--- src/rtl/accum_buffer.sv ---
// accum_buffer
// Fixed-point frame accumulator. It sums ACC_LEN signed samples into a
// guarded accumulator and emits one result per frame. The result is
// saturated when SAT=1 and wrapped when SAT=0. The result sits in a
// one-entry valid/ready output register.
//
// Input backpressure is applied only to the final sample of a frame, and
// only while the previous result is still unpopped. Every earlier sample
// of the next frame flows freely.
//
// Ports
//   clk, rst           rising-edge clock; synchronous active-high reset
//   clr                drop the partial frame (the output register is kept)
//   in_valid/in_ready  sample handshake; in_data is a signed DATA_W sample
//   out_valid/out_ready result handshake; out_data is the converted sum
//   out_ovf            the sum fell outside the DATA_W range
//   count              samples accepted so far in the current frame
module accum_buffer #(
    parameter int DATA_W  = 16,
    parameter int ACC_LEN = 137,
    parameter int GUARD_W = 8,
    parameter bit SAT     = 1'b1,
    parameter int CNT_W   = $clog2(ACC_LEN + 1)
) (
    input  logic              clk,
    input  logic              rst,
    input  logic              clr,
    input  logic              in_valid,
    output logic              in_ready,
    input  logic [DATA_W-1:0] in_data,
    output logic              out_valid,
    input  logic              out_ready,
    output logic [DATA_W-1:0] out_data,
    output logic              out_ovf,
    output logic [CNT_W-1:0]  count
);
    localparam int ACC_W = DATA_W + GUARD_W;

    // With ACC_LEN <= 2^GUARD_W, a full frame of extreme samples still fits
    // in ACC_W bits. The accumulator therefore never wraps internally.
    if (ACC_LEN < 1 || ACC_LEN > (1 << GUARD_W)) begin : g_bad_len
        $error("accum_buffer: ACC_LEN must lie in 1..2**GUARD_W");
    end

    typedef struct packed {
        logic [DATA_W-1:0] data;
        logic              ovf;
    } result_t;

    logic signed [ACC_W-1:0] acc;
    logic signed [ACC_W-1:0] sum;
    logic [GUARD_W:0]        top;
    logic                    last;
    logic                    accept;
    logic                    complete;
    logic                    in_range;
    logic [DATA_W-1:0]       clamp;
    result_t                 res_next;
    result_t                 res_q;

    assign last     = (count == CNT_W'(ACC_LEN - 1));
    // Hold off only the frame-closing sample. Otherwise it would overwrite
    // a result that has not been popped yet.
    assign in_ready = ~(last & out_valid & ~out_ready);
    assign accept   = in_valid & in_ready;
    // A sample accepted under clr is discarded, so it cannot close a frame.
    assign complete = accept & last & ~clr;

    assign sum = acc + {{GUARD_W{in_data[DATA_W-1]}}, in_data};

    // The sum fits in DATA_W exactly when every bit above the DATA_W sign
    // bit matches that sign bit.
    assign top      = sum[ACC_W-1:DATA_W-1];
    assign in_range = (&top) | (~|top);
    assign clamp    = sum[ACC_W-1] ? {1'b1, {(DATA_W-1){1'b0}}}
                                   : {1'b0, {(DATA_W-1){1'b1}}};

    always_comb begin
        res_next.ovf  = ~in_range;
        res_next.data = sum[DATA_W-1:0];
        if (!in_range && SAT)
            res_next.data = clamp;
    end

    always_ff @(posedge clk) begin
        if (rst) begin
            acc       <= '0;
            count     <= '0;
            out_valid <= 1'b0;
            res_q     <= '0;
        end else begin
            if (out_valid && out_ready)
                out_valid <= 1'b0;
            // A completion in the same cycle as a pop reloads the register.
            if (complete) begin
                out_valid <= 1'b1;
                res_q     <= res_next;
            end
            if (clr) begin
                acc   <= '0;
                count <= '0;
            end else if (accept) begin
                if (last) begin
                    acc   <= '0;
                    count <= '0;
                end else begin
                    acc   <= sum;
                    count <= count + CNT_W'(1);
                end
            end
        end
    end

    assign out_data = res_q.data;
    assign out_ovf  = res_q.ovf;
endmodule

--- config.mk ---
export PLATFORM = sky130hd
export DESIGN_NAME = accum_buffer
export DESIGN_NICKNAME = d
export VERILOG_FILES = /design/src/rtl/accum_buffer.sv
export SDC_FILE = /design/constraint.sdc
export NUM_CORES = 1
export LEC_CHECK = 0
export BUFFER_PORTS_ARGS = -buffer_cell sky130_fd_sc_hd__buf_2
export CELL_PAD_IN_SITES_DETAIL_PLACEMENT = 0
export CELL_PAD_IN_SITES_GLOBAL_PLACEMENT = 1
export CORE_MARGIN = 2
export CORE_UTILIZATION = 39
export CTS_BUF_LIST = sky130_fd_sc_hd__clkbuf_4 sky130_fd_sc_hd__clkbuf_8 sky130_fd_sc_hd__clkbuf_16
export CTS_CLUSTER_SIZE = 30
export DETAILED_ROUTE_END_ITERATION = 10
export PLACE_DENSITY = 0.86
export SLEW_MARGIN = 25
export SYNTH_ARGS = -nofsm -noshare
export SYNTH_HDL_FRONTEND = slang
export SYNTH_SLANG_ARGS = --single-unit
export TNS_END_PERCENT = 100
--- constraint.sdc ---
create_clock -name clk -period 3.2 [get_ports clk]
set_input_delay 0.64 -clock clk [delete_from_list [all_inputs] [get_ports clk]]
set_output_delay 0.64 -clock clk [all_outputs]
set_load 0.01 [all_outputs]
* Word level (Yosys, flattened, before mapping)
Cells that the tools add are included.
Widths: inputs -> output; s select.
** Cells by class
- Muxes and demuxes :: 6
- $add $sub $neg :: 2
- Eq/ne operators :: 1
- Reduce and logical (&&, ||, !) cells :: 6
- Bitwise logic cells :: 10
** Operators with widths (number)
- $mux 16 :: 2
- $add 24x24->24 :: 1
- $mux 24 :: 1
- $reduce_and 9->1 :: 1
- $reduce_or 9->1 :: 1
- $add 8x1->8 const B :: 1
- $eq 8x8->1 const B :: 1
- $mux 8 :: 1
- $and 1x1->1 :: 5
- $not 1->1 :: 4
- $mux 1 :: 2
- $reduce_bool 2->1 :: 1
- $reduce_or 2->1 :: 1
- $logic_and 1x1->1 :: 1
- $logic_not 1->1 :: 1
- $or 1x1->1 :: 1
** Storage, ports and cells
- Register bits :: 50
- Logic and storage cells :: 30
- Output and inout bits :: 27
- Bits of input ports :: 21

* Logic depth before layout (Yosys ltp)
- Depth in word-level cells :: 8
- Gate-level depth with buffers :: 13
- Mapped depth without buffers :: 12

* Worst setup path before layout
Ideal clock, no wire load.
- Kind :: input-to-reg
- Start point :: in in_data[0]
- End point :: reg res_q (netlist bit out_data[11])
- Stages on the path :: 13
- Buffers on the path :: 1
- Required time :: 3.121 ns
- Arrival :: 3.301 ns
- Setup time :: 0.079 ns
- Setup slack :: -0.180 ns
- Cells stage by stage :: ha_1 fa_1 a21o_1 a221oi_2 o21ai_4 a31oi_4 a21oi_2 and4bb_1 a211oi_2 and3_1 mux2_4 buf_6 a211oi_2
** Between the ends
- Cells in the longest elaborated chain, start to end :: 5
- Elaborated cells on any way between the ends :: 7
- Classes of those cells :: add/sub (1); mux (2); bitwise (1); reduce/logical (3)
** Ends and longest elaborated chain
- start, declared :: RTL line 30 : input logic [DATA_W-1:0] in_data,
- $add 24x24->24 (*) :: RTL line 69 : assign sum = acc + {{GUARD_W{in_data[DATA_W-1]}}, in_data};
- $reduce_or 9->1 :: RTL line 74 : assign in_range = (&top) | (~|top);
- $logic_not 1->1 :: RTL line 74
- $or 1x1->1 :: RTL line 74
- $mux 16 (*) :: RTL line 81 : if (!in_range && SAT)
- end signal, assigned :: RTL line 97 : res_q <= res_next;
- end, declared :: RTL line 59 : result_t res_q;
Every way passes the cells marked *; elsewhere a longest branch is shown, timed or not.
A chain may end at the register's enable or synchronous reset.

* Worst setup path in the final report
- Start point :: in in_data[0]
- End point :: reg res_q (netlist bit out_data[13])
The elaborated chain is that of the path after synthesis.

==> impl_metrics.tcl <==
set metrics [dict create \
    worstPathArrival_ns 3.41 \
    path_max_fanout 8 \
    gp_congestion 0.856 \
    antenna_cells 0 \
    wl_per_cell_um 15.1 \
    place_hpwl_um 6270 \
    fin_skew_ns 0.00601 \
    end_kind "flop" \
    io-pin-count 48 \
    rr_startpoint "acc[0]" \
    cts_tree "done" \
    grt_max_degree 29 \
    final_max_slew_viol_count 0 \
    synth_area_leader_cell "dfxtp_1" \
    criticalPathCategory "in2reg" \
    cts_max_level 2 \
    syn_nets 418 \
    ff2ff_setup_slack_ns 0.09 \
    synth_most_common_cell "nor2_1" \
    fin_area_um2 4180 \
    async_flop_share 0 \
    r2r-end "out_data[13]" \
    max_stage_delay_ns 0.34 \
    start_util 0.406 \
    numPortBuffers 47 \
    leakage_nw 1.85 \
    drtIter0Drc 121 \
    worst_path_max_delay_cell "fa_2" \
    cts_buffers 5 \
    critPathLaunch "in_data[0]" \
    ys.flop_type "dfxtp_1" \
    crit_path_start_kind "primary input" \
    grt_pass1_wl_um 13900 \
    yosys-top-cells-count "nor2_1 (59), dfxtp_1 (50), a21oi_1 (27)" \
    num_vias 3072 \
    timing.fmax_mhz 315 \
    yosys_warnings 0 \
    reg2regPathDepth 13 \
    route.detailed.drc 0 \
    rsz0062_at_grt "yes" \
    drtPass1Iterations 4 \
    setup_tns_ns 0 \
    cts_buffer_depth 2 \
    powerDensity_nw_per_um2 339 \
    avgViaCountPerCell 5.37 \
    grt_overflow 0 \
    fin_hold_ws_ns 0.461 \
    layout-area-overhead-vs-synth_pct 32.5 \
    ant_nets 0 \
    antenna_found_initial 0 \
    fin_util 0.539 \
    grtUsageTotal 0.197 \
    drive_gt1_frac 0.343 \
    cts-root-buf "clkbuf_8" \
    irDropWorstVdd_v 0.000285 \
    clk-insertion-delay-late_ns 0.31 \
    place_area_um2 3920 \
    routed_wl_um 8620 \
    finalCriticalPeriod_ns 3.18 \
    final_hold_viol_count 0 \
    core_um2 7770 \
    required_ns 3.43 \
    path_clk_slew_ns 0.10 \
    synth_edf_count 0 \
    clock_sinks 50 \
    syn_avg_cell_area_um2 8.51 \
    die_area_um2 8830 \
    slew_headroom 0.426 \
    power_w 0.00142 \
    ys_top_cells_by_area "dfxtp_1 (32%), ha_1 (9.9%), nor2_1 (7.0%)" \
    ys_ff_latch 50 \
    fin_crit_sh 0.993 \
    synth_top_area_frac 0.317 \
    finalSetupViolCount 0 \
    syn_inst 371 \
    grt_pass1_vias 2921 \
    yosysUniqueCellTypes 55 \
    netlist_area_um2 3160 \
    crit_chain "buf_6 > ha_4 > fa_2 > a21o_1 > a221oi_4 > o21ai_4 > a31oi_4 > a21oi_2 > and4bb_1 > a211oi_4 > and3_4 > mux2_4 > buf_4 > a211oi_2" \
    worst_pin_slew_ns 0.860 \
    hold_class "reg2reg" \
    seq_area_frac_synth 0.317 \
    status "finished clean" \
    endpoint "out_data[13]" \
    die_h_um 94.0 \
    num_rows 32 \
    fin_nets 517 \
    dieWidth_um 94.0 \
    drv_cap 0 \
]
## worst max-delay path, delay by kind of cell
family | cells | cell delay, ns
AOI/OAI and AO/OA | 7 | 1.17
adders and majority gates | 2 | 0.49
buffers and inverters | 2 | 0.26
muxes | 1 | 0.34
and+or+nand+nor | 2 | 0.52
## sequential cells by signal, summed over array words and instances, names as in the netlist
| signal | cells |
|---|---|
| acc | 24 |
| count | 8 |
| out_data | 16 |
| out_ovf | 1 |
| out_valid | 1 |
## repair_timing
item / CTS / global route
buffers inserted: 0 / 5
hold buffers: 0 / 0
cloned: 1 / 0
resized for setup: 5 / 19
pin swaps: 3 / 13
setup endpoints to repair: 15 / 16
## routing by layer
| metal | up-vias | global-route usage | routed length [um] |
|---|---|---|---|
| li1 | 1543 | - | - |
| met1 | 1452 | 0.262 | 3880 |
| met2 | 66 | 0.335 | 4240 |
| met3 | 11 | 0.0297 | 376 |
| met4 | 0 | 0.0507 | 127 |
| met5 | - | 0 | 0 |
## per-stage QoR
step,std cells,setup WS (ns)
2_1_floorplan,371,-0.0530
6_report,572,0.0225
4_1_cts,567,0.0137
3_5_place_dp,559,-0.373
3_3_place_gp,559,-0.308
5_1_grt,572,-0.0652
## power breakdown
group	leakage, nW	total [W]	internal (W)	switching [W]
Combinational	1.41	0.000400	0.000188	0.000212
Clock	0.0362	0.000375	0.000150	0.000225
Sequential	0.405	0.000645	0.000636	0.00000919
Total	1.85	0.00142	0.000974	0.000446
## how the worst min path moves through the flow
stage,startpoint,end,cells after the start,slack [ns]
6_report,out_data[15],out_data[15],2,0.46
5_1_grt,out_data[15],out_data[15],2,0.49
4_1_cts,out_data[15],out_data[15],2,0.47
3_5_place_dp,out_data[15],out_data[15],2,0.45
3_3_place_gp,out_data[15],out_data[15],2,0.45
2_1_floorplan,acc[22],acc[22],2,0.46
## final cells by class
class                           instances  area, um^2
Timing Repair Buffer                  111         734
Sequential cell                        50        1000
Fill cell                             758        3580
Inverter                                6        22.5
Multi-Input combinational cell        296        2210
Clock inverter                          2        15.0
Tap cell                              102         128
Clock buffer                            5        68.8
## logic make-up after synthesis
family | after synthesis | synth area share
adders and majority gates | 26 | 0.105
muxes | 2 | 0.00793
xor gates and xnor gates | 28 | 0.0777
DFF | 50 | 0.317
and+or+nand+nor | 125 | 0.182
buffers and inverters | 26 | 0.0361
AOI/OAI and AO/OA | 114 | 0.274
## cells in the final DEF, fill, tap and decap left out, drive strengths merged, types with 2 or more instances in the layout
cell type / synthesis / layout
a211oi: 13 / 13
a21o: 8 / 8
a21oi: 28 / 28
a22oi: 19 / 19
a311oi: 5 / 5
a31oi: 5 / 5
and2: 2 / 2
and3: 6 / 6
buf: 7 / 111
clkbuf: 13 / 5
clkinvlp: 0 / 2
dfxtp: 50 / 50
ha: 25 / 25
inv: 6 / 6
mux2: 1 / 2
nand2: 26 / 26
nand2b: 2 / 2
nand3: 8 / 8
nand4: 5 / 5
nand4b: 2 / 2
nor2: 59 / 59
nor2b: 5 / 5
nor3: 4 / 4
o211ai: 3 / 3
o21a: 3 / 3
o21ai: 15 / 15
o21bai: 4 / 4
o22ai: 2 / 2
o31ai: 3 / 3
or2: 2 / 2
xnor2: 15 / 15
xor2: 13 / 13
No activity file was read; power rests on OpenSTA's default activity.
